==> src/rtl/ibex_clmul_seq.sv <==
// Purpose      : digit-serial carry-less (GF(2)) multiplier, clmul / clmulh / clmulr result modes.
// Latency      : WIDTH/DIGIT busy cycles, out_valid_o rises on the last busy edge (fewer with IBEX_CLMUL_EARLY_TERM_EN).
// Backpressure : one op in flight; in_ready_o low from accept to result handshake, result held in DONE until out_ready_i.
//
// Optional build macro IBEX_CLMUL_EARLY_TERM_EN: leave BUSY as soon as the remaining
// multiplier bits are all zero (at least one BUSY cycle always runs). Results are unchanged.
//
// Ports:
//   clk_i, rst_i             clock, synchronous active-high reset
//   in_valid_i / in_ready_o  request handshake carrying a_i, b_i, op_i
//   op_i                     00 clmul, 01 clmulh, 10 clmulr, 11 executes as clmul
//   flush_i                  abort any in-flight op, back to IDLE next cycle
//   out_valid_o / out_ready_i result handshake carrying result_o
module ibex_clmul_seq #(
    parameter int WIDTH = 32,
    parameter int DIGIT = 4
) (
    input  logic             clk_i,
    input  logic             rst_i,
    input  logic             in_valid_i,
    output logic             in_ready_o,
    input  logic [WIDTH-1:0] a_i,
    input  logic [WIDTH-1:0] b_i,
    input  logic [1:0]       op_i,
    input  logic             flush_i,
    output logic             out_valid_o,
    input  logic             out_ready_i,
    output logic [WIDTH-1:0] result_o
);

    localparam int STEPS = WIDTH / DIGIT;
    localparam int CW    = (STEPS > 1) ? $clog2(STEPS) : 1;
    localparam logic [CW-1:0] LAST_CNT = CW'(STEPS - 1);

    if ((DIGIT < 1) || (WIDTH % DIGIT != 0)) begin : g_digit_chk
        $error("ibex_clmul_seq: DIGIT must divide WIDTH");
    end
    if (!(WIDTH == 8 || WIDTH == 16 || WIDTH == 32 || WIDTH == 64)) begin : g_width_chk
        $error("ibex_clmul_seq: WIDTH must be 8, 16, 32 or 64");
    end

    typedef enum logic [1:0] {
        IDLE = 2'd0,
        BUSY = 2'd1,
        DONE = 2'd2
    } state_t;

    state_t             state_q;
    logic [2*WIDTH-1:0] a_q;      // multiplicand, pre-shifted by DIGIT each busy cycle
    logic [WIDTH-1:0]   b_q;      // multiplier, consumed from the bottom
    logic [1:0]         op_q;
    logic [2*WIDTH-1:0] p_q;      // product accumulator
    logic [CW-1:0]      cnt_q;

    logic [2*WIDTH-1:0] p_nxt;
    logic [2*WIDTH-1:0] a_shift;
    logic [WIDTH-1:0]   b_shift;
    logic [WIDTH-1:0]   res_nxt;
    logic               last_step;

    // One digit of the schoolbook product: XOR in A<<k for every set bit k of the low digit of B.
    always_comb begin
        p_nxt = p_q;
        for (int k = 0; k < DIGIT; k++) begin
            if (b_q[k]) begin
                p_nxt = p_nxt ^ (a_q << k);
            end
        end
    end

    assign a_shift = a_q << DIGIT;
    assign b_shift = b_q >> DIGIT;

`ifdef IBEX_CLMUL_EARLY_TERM_EN
    // Once no multiplier bits remain, further steps cannot change P.
    assign last_step = (cnt_q == LAST_CNT) || (b_shift == '0);
`else
    assign last_step = (cnt_q == LAST_CNT);
`endif

    // Result slice taken from the product being written on the final busy edge.
    // P[2W-1] is always zero, so clmulh's top bit is 0.
    always_comb begin
        res_nxt = p_nxt[WIDTH-1:0];
        case (op_q)
            2'b01:   res_nxt = p_nxt[2*WIDTH-1:WIDTH];
            2'b10:   res_nxt = p_nxt[2*WIDTH-2:WIDTH-1];
            default: res_nxt = p_nxt[WIDTH-1:0];
        endcase
    end

    always_ff @(posedge clk_i) begin
        if (rst_i) begin
            state_q     <= IDLE;
            in_ready_o  <= 1'b1;
            out_valid_o <= 1'b0;
            result_o    <= '0;
            a_q         <= '0;
            b_q         <= '0;
            op_q        <= 2'b00;
            p_q         <= '0;
            cnt_q       <= '0;
        end else if (flush_i) begin
            // result_o deliberately keeps its last value; it is don't-care while out_valid_o is low.
            state_q     <= IDLE;
            in_ready_o  <= 1'b1;
            out_valid_o <= 1'b0;
        end else begin
            case (state_q)
                IDLE: begin
                    if (in_valid_i && in_ready_o) begin
                        a_q        <= {{WIDTH{1'b0}}, a_i};
                        b_q        <= b_i;
                        op_q       <= op_i;
                        p_q        <= '0;
                        cnt_q      <= '0;
                        state_q    <= BUSY;
                        in_ready_o <= 1'b0;
                    end
                end
                BUSY: begin
                    p_q   <= p_nxt;
                    a_q   <= a_shift;
                    b_q   <= b_shift;
                    cnt_q <= cnt_q + CW'(1);
                    if (last_step) begin
                        state_q     <= DONE;
                        out_valid_o <= 1'b1;
                        result_o    <= res_nxt;
                    end
                end
                DONE: begin
                    // in_ready_o stays low here, so a new request waits one cycle after the handshake.
                    if (out_ready_i) begin
                        state_q     <= IDLE;
                        out_valid_o <= 1'b0;
                        in_ready_o  <= 1'b1;
                    end
                end
                default: begin
                    state_q     <= IDLE;
                    in_ready_o  <= 1'b1;
                    out_valid_o <= 1'b0;
                end
            endcase
        end
    end

endmodule
==> config.mk <==
export PLATFORM = sky130hd
export DESIGN_NAME = ibex_clmul_seq
export DESIGN_NICKNAME = d
export VERILOG_FILES = /design/src/rtl/ibex_clmul_seq.sv
export SDC_FILE = /design/constraint.sdc
export NUM_CORES = 1
export LEC_CHECK = 0
export BUFFER_PORTS_ARGS = -buffer_cell sky130_fd_sc_hd__buf_2
export CORE_MARGIN = 4
export CORE_UTILIZATION = 40
export CTS_CLUSTER_DIAMETER = 60
export DETAILED_ROUTE_END_ITERATION = 6
export SYNTH_ARGS = -nofsm -noshare
export SYNTH_HDL_FRONTEND = slang
export SYNTH_SLANG_ARGS = --single-unit
==> constraint.sdc <==
create_clock -name clk_i -period 3.85 [get_ports clk_i]
set_input_delay 0.5775 -clock clk_i [delete_from_list [all_inputs] [get_ports clk_i]]
set_output_delay 0.5775 -clock clk_i [all_outputs]
set_load 0.01 [all_outputs]
; Word level (Yosys, flattened, before mapping)
; Index checks and enable logic that the tools add are counted.
[totals]
register_bits = 201
latch_bits = 0
ram_bits = 0
romBits = 0
in_bits = 71
out_inout_bits = 34
wordCells = 58
memories = 0
[classes]
addsub = 1
n_mul = 0
n_div = 0
magnitude_cmp = 0
n_eq_ne = 8
n_shift = 0
n_mux = 23
n_bitwise = 7
n_reduce_logical = 10
[ops]
columns = operator, n
row1 = 2-to-1 mux 64 bit, 6
row2 = one-hot mux 64 bit (2 select lines), 2
row3 = bitwise XOR 64 bit, 4
row4 = one-hot mux 32 bit (2 select lines), 2
row5 = 2-to-1 mux 32 bit, 1
row6 = AND reduction 3 bit, 6
row7 = 2-to-1 mux 2 bit, 3
row8 = != test 2 bit (second input constant), 3
row9 = one-hot mux 1 bit (3 select lines), 2
row10 = one-hot mux 2 bit (3 select lines), 1
row11 = one-hot mux 3 bit (2 select lines), 1
row12 = == test 2 x 1 -> 1 bit (second input constant), 2
row13 = == test 2 bit (second input constant), 2
row14 = 2-to-1 mux 1 bit, 4
row15 = adder 3 x 1 -> 3 bit (second input constant), 1
row16 = == test 3 bit (second input constant), 1
row17 = 2-to-1 mux 3 bit, 1
row18 = inverter 1 bit, 3
row19 = zero test 2 bit, 1
row20 = nonzero test 2 bit, 1
row21 = OR reduction 2 bit, 1
row22 = logical AND 1 bit, 1

; Longest topological paths before layout
; Gate-level depths: netlist of run 1.
[logic_depth]
ltp_word = 9
ltp_mapped = 8
depth_no_buf = 5

; Worst setup path before layout of run 1
; Ideal clock, no wire load.
[synth_path]
path_type = input-to-reg
startpoint = input flush_i
endpoint = register a_q[59]
setup_ps = 128
t_arrival_ps = 1717
setup_slack_ps = 2006
cell_stages = 7
path_buffers = 4
cell_sequence = clkbuf_1 > or3_1 > buf_2 > buf_2 > buf_2 > a22oi_1 > nor2_1
[synth_between]
elab_chain_len = 2
[synth_rtl]
columns = element, line_no
row1 = from (decl), 25  ; input logic flush_i,
row2 = inverter 1 bit (no source line), n/a
row3 = AND reduction 3 bit (no source line), n/a
row4 = to (signal assigned), 112  ; a_q <= {{WIDTH{1'b0}}, a_i};
row5 = to (signal assigned), 123  ; a_q <= a_shift;
row6 = to (decl), 49  ; logic [2*WIDTH-1:0] a_q;
; Every way passes these cells.
; A chain may end at the register's enable or synchronous reset.

; Final worst setup path of run 1
[layout_path]
startpoint = register b_q[0]
endpoint = register result_o[11]
[layout_between]
elab_chain_len = 8
[layout_rtl]
columns = element, line_no
row1 = from (decl), 50  ; logic [WIDTH-1:0] b_q;
row2 = from (signal assigned), 113  ; b_q <= b_i;
row3 = from (signal assigned), 124  ; b_q <= b_shift;
row4 = 2-to-1 mux 64 bit (*), 65  ; if (b_q[k]) begin
row5 = bitwise XOR 64 bit, 66  ; p_nxt = p_nxt ^ (a_q << k);
row6 = 2-to-1 mux 64 bit (*), 65
row7 = bitwise XOR 64 bit, 66
row8 = 2-to-1 mux 64 bit (*), 65
row9 = bitwise XOR 64 bit, 66
row10 = 2-to-1 mux 64 bit (*), 65
row11 = one-hot mux 32 bit (2 select lines) (*), 85  ; case (op_q)
row12 = to (signal assigned), 129  ; result_o <= res_nxt;
row13 = to (decl), 28  ; output logic [WIDTH-1:0] result_o
; Every way passes the cells marked *; elsewhere a longest branch is shown, timed or not.

==> impl_metrics.json, run 1 <==
{
  "status": "finished, final reports clean",
  "finalWorstPathRequiredPeriod_ps": 2600,
  "synth_top_area_share_pct": 35.5,
  "final_area_um2": 13000,
  "critical_path.cell_chain": "nand2_1, xnor3_1, xnor2_1, a22oi_1, o211ai_1",
  "critical_path.n_buffers_inverters": 0,
  "netSwitchingPower_w": 0.00136,
  "cts_hold_repair.buffers": 0,
  "number_of_antenna_violations_at_the_first_check_in_global_routing": 1,
  "swShare_pct": 24.4,
  "multi_input_comb_area_um2": 6790,
  "power_density_nw_per_um2": 426,
  "grt_overflow": 0,
  "num_vias": 9787,
  "chip_height_um": 176,
  "synth-seq-cells": 201,
  "post_route_cells_drive_above_1_share_pct": 12.9,
  "grt_max_degree": 100,
  "hold_path.class": "in -> reg",
  "ctsLongestPathBuffers": 3,
  "p_seq_share_pct": 40.5,
  "share_comb_of_total_power_pct": 8.3,
  "detail-route-antenna-nets": 0,
  "irDropWorstVdd_v": 0.000286,
  "timing.critical_path.to": "result_o[11]",
  "die_width_um": 176,
  "place_hpwl_mm": 20.8,
  "r2r_cells": 5,
  "drtPass1Iterations": 5,
  "critPathMaxFanout": 51,
  "hold_violations": 0,
  "worstSetupPathDepth": 5,
  "drv_slew": 0,
  "clkLatencyLatePin_ps": 530,
  "critical_path_required_ps": 4300,
  "routed_wl_mm": 32.2,
  "area_growth_pct": 14.8,
  "ys.flop_type": "sky130_fd_sc_hd__dfxtp_1",
  "post_drt_wl_per_cell_um": 17.9,
  "slew_headroom_pct": 23.3,
  "yosys.cell_count.top_type": "sky130_fd_sc_hd__nand2_1",
  "nFillCells": 2755,
  "timing.setup.tns_ps": 0,
  "fin_worst_hold_slack_ps": 299,
  "first_pass_grt_wire_length_mm": 52.3,
  "fin_worst_skew_ps": 9.23,
  "final_nets": 1477,
  "count_of_distinct_cell_types_in_the_synthesized_netlist": 39,
  "ctsRootBufferMaster": "sky130_fd_sc_hd__clkbuf_16",
  "port_buffers": 104,
  "arrival_ps": 3040,
  "floorplan.io_pins": 105,
  "layout_worst_path_cycle_share_pct": 67.4,
  "ctsResizeCount": 0,
  "first_global_vias": 9426,
  "synth.largest_area_cell": "sky130_fd_sc_hd__dfxtp_1",
  "gate_count_post_synth": 1364,
  "cellLeakagePower_nw": 5.31,
  "max_freq_mhz": 385,
  "cellInternalPower_w": 0.00419,
  "worstSetupPathType": "reg -> reg",
  "kind_of_start_point_of_the_critical_path": "register",
  "cts_tree": "built",
  "timing_worst_slew_pin_value_ps": 1150,
  "standard_cell_core_area_um2": 27900,
  "detailed_place.area_um2": 12000,
  "drc_errors": 0,
  "synth_enable_flop_cells": 0,
  "rsz0062_at_grt": "no",
  "cts_setup_buffers": 0,
  "post_synth_main_area_contributors": "sky130_fd_sc_hd__dfxtp_1 (35%), sky130_fd_sc_hd__nand2_1 (14%), sky130_fd_sc_hd__xnor3_1 (12%), sky130_fd_sc_hd__a22oi_1 (8.7%), sky130_fd_sc_hd__nor2_1 (5.3%)",
  "yosys_warnings": 0,
  "synth.yosys.seq_area_share_pct": 35.5,
  "area.sequential_um2": 4030,
  "clkPwrFrac_pct": 51.2,
  "worst_path_largest_cell_delay_ps": 1040,
  "grt_util_all_layers_pct": 20.4,
  "insertedDiodeCount": 0,
  "async_reset_ff_share_pct": 0,
  "postSynthNetCount": 1439,
  "r2r_slack_ps": 1250,
  "cts_inserted_buffers": 26,
  "maxCapViolations": 0,
  "crit_slowest_cell": "sky130_fd_sc_hd__dfxtp_2",
  "ys_top_cells_by_count": "sky130_fd_sc_hd__nand2_1 (427), sky130_fd_sc_hd__dfxtp_1 (201), sky130_fd_sc_hd__nor2_1 (159)",
  "timing.rr.end": "result_o[11]",
  "setup-violations-final": 0,
  "design.die.area_um2": 31100,
  "cts_num_sinks": 201,
  "crit_start": "b_q[0]",
  "netlist_area_before_placement_um2": 11300,
  "replace_congestion": 0.766,
  "sort_of_element_at_the_end_of_the_critical_path": "register",
  "drtIter0Drc": 872,
  "floorplan.initialDensity_pct": 40.7,
  "worst_setup_hold_path_clk_slew_ps": 60,
  "placementRows": 61,
  "avgSynthCellArea_um2": 8.31,
  "final_core_area_utilization_pct": 46.7,
  "regToRegStartpoint": "b_q[0]",
  "avgViaCountPerCell": 5.44,
  "clock_tree.htree_level_count": 1,
  "cpLargestDelayFamily": "flip-flops"
}
==> how the worst min path moves through the flow <==
stage / from / endpoint / slack [ps] / cells past startpoint
floorplan: b_q[28] / b_q[28] / 430 / 2
global placement: b_q[31] / b_q[31] / 440 / 2
detailed placement: b_q[29] / b_q[29] / 450 / 2
CTS: b_i[28] / b_q[28] / 290 / 3
global route: b_i[31] / b_q[31] / 300 / 3
finish: b_i[28] / b_q[28] / 300 / 3
==> final cells by class <==
| type | instances | area share [%] |
|---|---|---|
| clock buffer | 36 | 5.99 |
| clock inverter | 11 | 1.84 |
| inverter | 5 | 0.144 |
| multi-input combinational | 1044 | 52.2 |
| sequential | 201 | 31.0 |
| tap | 378 | 3.63 |
| timing repair buffer | 124 | 5.27 |
==> flip-flops by register name, indices dropped and copies added (netlist names) <==
name,flops
b_q,32
p_q,64
result_o,32
in_ready_o,1
state_q,2
out_valid_o,1
cnt_q,3
op_q,2
a_q,64
==> cell usage in the layout, fill, tap and decap left out, types with 8 or more instances in the layout <==
master / count
sky130_fd_sc_hd__buf_4: 20
sky130_fd_sc_hd__nand2_1: 426
sky130_fd_sc_hd__nand3_1: 8
sky130_fd_sc_hd__clkbuf_16: 27
sky130_fd_sc_hd__a21oi_1: 14
sky130_fd_sc_hd__xnor2_1: 65
sky130_fd_sc_hd__xnor3_1: 61
sky130_fd_sc_hd__buf_2: 103
sky130_fd_sc_hd__xor2_1: 62
sky130_fd_sc_hd__a311oi_1: 56
sky130_fd_sc_hd__nor2_1: 158
sky130_fd_sc_hd__o211ai_1: 26
sky130_fd_sc_hd__a22oi_1: 132
sky130_fd_sc_hd__dfxtp_1: 197
==> power by group through the flow <==
stage / Clock, W / Sequential, W / Combinational [W]
after floorplan: 0 / 0.00222 / 0.000373
after global placement: 0 / 0.00229 / 0.000457
after detailed placement: 0 / 0.00229 / 0.000461
after CTS: 0.00288 / 0.00225 / 0.000463
after global routing: 0.00296 / 0.00226 / 0.000508
final: 0.00284 / 0.00225 / 0.000461
==> cell families (layout without fill, tap and decap cells) <==
| logic type | Yosys count | in the layout | share of synthesized area (%) |
|---|---|---|---|
| and+or+nand+nor | 608 | 608 | 20.6 |
| AOI/OAI and AO/OA | 240 | 240 | 16.2 |
| DFF | 201 | 201 | 35.5 |
| xor gates and xnor gates | 189 | 189 | 22.1 |
| buffers and inverters | 119 | 176 | 4.98 |
| adders and majority gates | 4 | 4 | 0.441 |
| muxes | 3 | 3 | 0.265 |
==> tightest hold or removal path, cell delays in order <==
cell and delay (ps):
sky130_fd_sc_hd__buf_2 90, sky130_fd_sc_hd__nand3_1 50, sky130_fd_sc_hd__a21oi_1 50
==> per-stage QoR <==
stage	setup slack, ps	power (W)	cells
after floorplan	2010	0.00260	1364
after global placement	1390	0.00275	1752
after detailed placement	1300	0.00276	1752
after CTS	1270	0.00559	1799
after global routing	1120	0.00573	1799
final	1250	0.00555	1799
==> layer usage <==
metal	routed length, µm	global-route usage, %	up-vias
met1	14800	29.3	4742
met3	1940	3.38	42
met4	542	3.93	2
met5	12	0	-
li1	-	-	4722
met2	14800	32.9	279
Power figures use the tool's default switching activity.
==> inputs of run 2 (changes only) <==
--- a/config.mk
+++ b/config.mk
@@ -5,6 +5,7 @@
 export SDC_FILE = /design/constraint.sdc
 export NUM_CORES = 1
 export LEC_CHECK = 0
+export ABC_AREA = 1
 export BUFFER_PORTS_ARGS = -buffer_cell sky130_fd_sc_hd__buf_2
 export CORE_MARGIN = 4
 export CORE_UTILIZATION = 40
==> constraint.sdc (replaced) <==
create_clock -name clk_i -period 2.2 [get_ports clk_i]
set_input_delay 0.33 -clock clk_i [delete_from_list [all_inputs] [get_ports clk_i]]
set_output_delay 0.33 -clock clk_i [all_outputs]
set_load 0.01 [all_outputs]
==> run 2 against run 1 <==
Compared with the run above:
- global-route usage grew 1.6 points
- final area grew 14%
- sequential power grew 73%
- core utilization shrank 0.86 points
- critical path depth grew 4
- first-iteration DRC count grew 12%
- worst setup slack lost 860 ps
- clock skew grew 4.2 ps
- largest cell class unchanged
- critical endpoint is now result_o[16]
- highest routed layer unchanged
- area after synthesis grew 16%
- die area grew 15%
- clock-buffer cell count shrank 3
- synthesized cell count grew 60%
==> impl_metrics.json, run 2 <==
{
  "yosys_warnings": 0,
  "yosys.cell_count.top_type": "sky130_fd_sc_hd__nand2_1",
  "met3RoutedLength_mm": 2.92,
  "top_signal_layer_used": "met5",
  "timing.rr.end": "result_o[16]",
  "worst_path_largest_cell_delay_ps": 420,
  "worst_setup_hold_path_clk_slew_ps": 60,
  "avgViaCountPerCell": 5.17,
  "area_growth_pct": 13.4,
  "netlist_area_before_placement_um2": 13100,
  "worstSetupPathType": "reg -> reg",
  "layout_worst_path_cycle_share_pct": 82.0,
  "detail-route-antenna-nets": 0,
  "critPathMaxFanout": 28,
  "gate_count_post_synth": 2187,
  "ctsLongestPathBuffers": 3,
  "post_drt_wl_per_cell_um": 15.0,
  "power_density_nw_per_um2": 655,
  "cts_tree": "built",
  "count_of_distinct_cell_types_in_the_synthesized_netlist": 28,
  "placementRows": 66,
  "critical_path.n_buffers_inverters": 2,
  "ctsRootBufferMaster": "sky130_fd_sc_hd__clkbuf_16",
  "chip_height_um": 189,
  "r2r_slack_ps": 400,
  "drtIter0Drc": 978,
  "standard_cell_core_area_um2": 32500,
  "critical_path_required_ps": 2660,
  "cts_setup_buffers": 0,
  "first_global_vias": 13100,
  "setup-violations-final": 0,
  "floorplan.initialDensity_pct": 40.4,
  "first_pass_grt_wire_length_mm": 65.9,
  "postSynthNetCount": 2262,
  "synth_top_area_share_pct": 30.7,
  "synth-seq-cells": 201,
  "highest_count_cells_in_the_layout_ignoring_fill_and_taps": "sky130_fd_sc_hd__nand2_1 (910), sky130_fd_sc_hd__nand3_1 (347), sky130_fd_sc_hd__dfxtp_1 (197)",
  "ys_top_cells_by_count": "sky130_fd_sc_hd__nand2_1 (910), sky130_fd_sc_hd__nand3_1 (347), sky130_fd_sc_hd__dfxtp_1 (201)",
  "m1WireLength_mm": 18.1,
  "die_width_um": 189,
  "largestRegisters": "a_q x64, p_q x64",
  "hold_violations": 0,
  "irDropWorstVdd_v": 0.000553,
  "start_point_of_the_worst_hold_path": "b_i[0]",
  "drtPass1Iterations": 5,
  "total_power_w": 0.00975,
  "detailroute.wirelength.met2_mm": 18.2,
  "clock_tree.htree_level_count": 1,
  "post_layout_nonfiller_instances": 2683,
  "cts_inserted_buffers": 27,
  "ctsResizeCount": 0,
  "number_of_antenna_violations_at_the_first_check_in_global_routing": 1,
  "synth.yosys.seq_area_share_pct": 30.7,
  "synth.largest_area_cell": "sky130_fd_sc_hd__dfxtp_1",
  "crit_slowest_cell": "sky130_fd_sc_hd__dfxtp_4",
  "critical_path.cell_chain": "buf_4, nand3_1, nand2_1, nand2_1, nand3_1, nand3_1, nand2_1, inv_1, a21oi_1",
  "drc_errors": 0,
  "nFillCells": 3418,
  "synth_enable_flop_cells": 0,
  "floorplan.io_pins": 105,
  "grt_max_degree": 108,
  "timing_worst_slew_pin_value_ps": 634,
  "post_synth_main_area_contributors": "sky130_fd_sc_hd__dfxtp_1 (31%), sky130_fd_sc_hd__nand2_1 (26%), sky130_fd_sc_hd__nand3_1 (13%), sky130_fd_sc_hd__a21oi_1 (5.4%), sky130_fd_sc_hd__inv_1 (5.3%)",
  "cts_hold_repair.buffers": 0,
  "sort_of_element_at_the_end_of_the_critical_path": "register",
  "fin_worst_skew_ps": 13.5,
  "avgSynthCellArea_um2": 6.00,
  "async_reset_ff_share_pct": 0,
  "finalWorstSetupSlack_ps": 396,
  "clkLatencyLatePin_ps": 540,
  "replace_congestion": 0.867,
  "post_route_cells_drive_above_1_share_pct": 8.79,
  "place_hpwl_mm": 26.0,
  "design.die.area_um2": 35800,
  "routed_wl_mm": 40.3,
  "grt_overflow": 0,
  "port_buffers": 104,
  "ys.flop_type": "sky130_fd_sc_hd__dfxtp_1",
  "hold_depth": 3,
  "maxCapViolations": 0,
  "cts_num_sinks": 201,
  "num_vias": 13900,
  "kind_of_start_point_of_the_critical_path": "register",
  "finalWorstPathRequiredPeriod_ps": 1800,
  "insertedDiodeCount": 0,
  "grt_util_all_layers_pct": 22.1,
  "max_freq_mhz": 554,
  "cellLeakagePower_nw": 6.83,
  "post-place-ws_ps": 445,
  "placedCellCount": 2636,
  "status": "finished, final reports clean",
  "slew_headroom_pct": 57.7,
  "drv_slew": 0,
  "final_common_cell": "sky130_fd_sc_hd__nand2_1",
  "arrival_ps": 2270,
  "worst_hold_path.endpoint": "b_q[0]",
  "rsz0062_at_grt": "no",
  "final_nets": 2298,
  "fin_worst_hold_slack_ps": 51.2,
  "cpLargestDelayFamily": "simple AND/OR/NAND/NOR gates",
  "regToRegStartpoint": "b_q[1]",
  "hold_path.class": "in -> reg",
  "timing.setup.tns_ps": 0,
  "r2r_cells": 9
}
## run 2: cell count changes in the layout (fill, tap and decap cells not counted), sizes merged, moves of 132 or more
| cell | change |
|---|---|
| nand3 | +341 |
| a22oi | -132 |
| nand2 | +481 |
| nor2 | -153 |
| a21oi | +132 |
| inv | +194 |
## run 2: worst max path at each step
| stage | from | end | cells after the start |
|---|---|---|---|
| 4_1_cts | b_q[1] | result_o[16] | 9 |
| 2_1_floorplan | cnt_q[0] | result_o[4] | 9 |
| 5_1_grt | b_q[1] | result_o[16] | 11 |
| 3_3_place_gp | b_q[1] | result_o[16] | 9 |
| 3_5_place_dp | b_q[1] | result_o[16] | 9 |
| 6_report | b_q[1] | result_o[16] | 9 |
## run 2: cells by family (layout without fill, tap and decap cells)
kind of cell	after synthesis	after routing	synth area share, %
compound gates	295	295	11.9
buf+inv	321	375	10.6
simple gates	1268	1268	39.9
fa+ha+maj	4	4	0.381
flops	201	201	30.7
xor+xnor	98	98	6.54
## run 2: layout make-up
class                      count  area (µm²)  area share [%]
clock buffer                  33         718            4.83
timing repair buffer         129         873            5.87
tap                          442         553            3.72
inverter                     199         752            5.05
sequential                   201        4030            27.1
clock inverter                14         240            1.61
multi-input combinational   1665        7710            51.8
## run 2: report_power, final
| part | total, W | internal, W | switching, W |
|---|---|---|---|
| logic | 0.00109 | 0.000324 | 0.000763 |
| clock network | 0.00478 | 0.00302 | 0.00175 |
| registers | 0.00389 | 0.00375 | 0.000140 |
## run 2: worst reg2reg max path, stage by stage (launching register included)
cell and delay [ps]:
sky130_fd_sc_hd__dfxtp_4 420, sky130_fd_sc_hd__buf_4 320, sky130_fd_sc_hd__nand3_1 160, sky130_fd_sc_hd__nand2_1 90
sky130_fd_sc_hd__nand2_1 60, sky130_fd_sc_hd__nand3_1 100, sky130_fd_sc_hd__nand3_1 260, sky130_fd_sc_hd__nand2_1 140
sky130_fd_sc_hd__inv_1 50, sky130_fd_sc_hd__a21oi_1 130
## run 2: metrics by stage
step                      util (%)  area, µm²
after global placement        42.9      13900
after floorplan                  -      13100
final                         45.9      14900
after global routing          45.9      14900
after detailed placement      42.9      13900
after CTS                     45.9      14900
## run 2: layer usage
layer,global-route usage (%),vias to the layer above
met2,36.5,347
met3,4.92,75
li1,-,7108
met1,28.7,6333
met4,7.15,2
met5,0,-
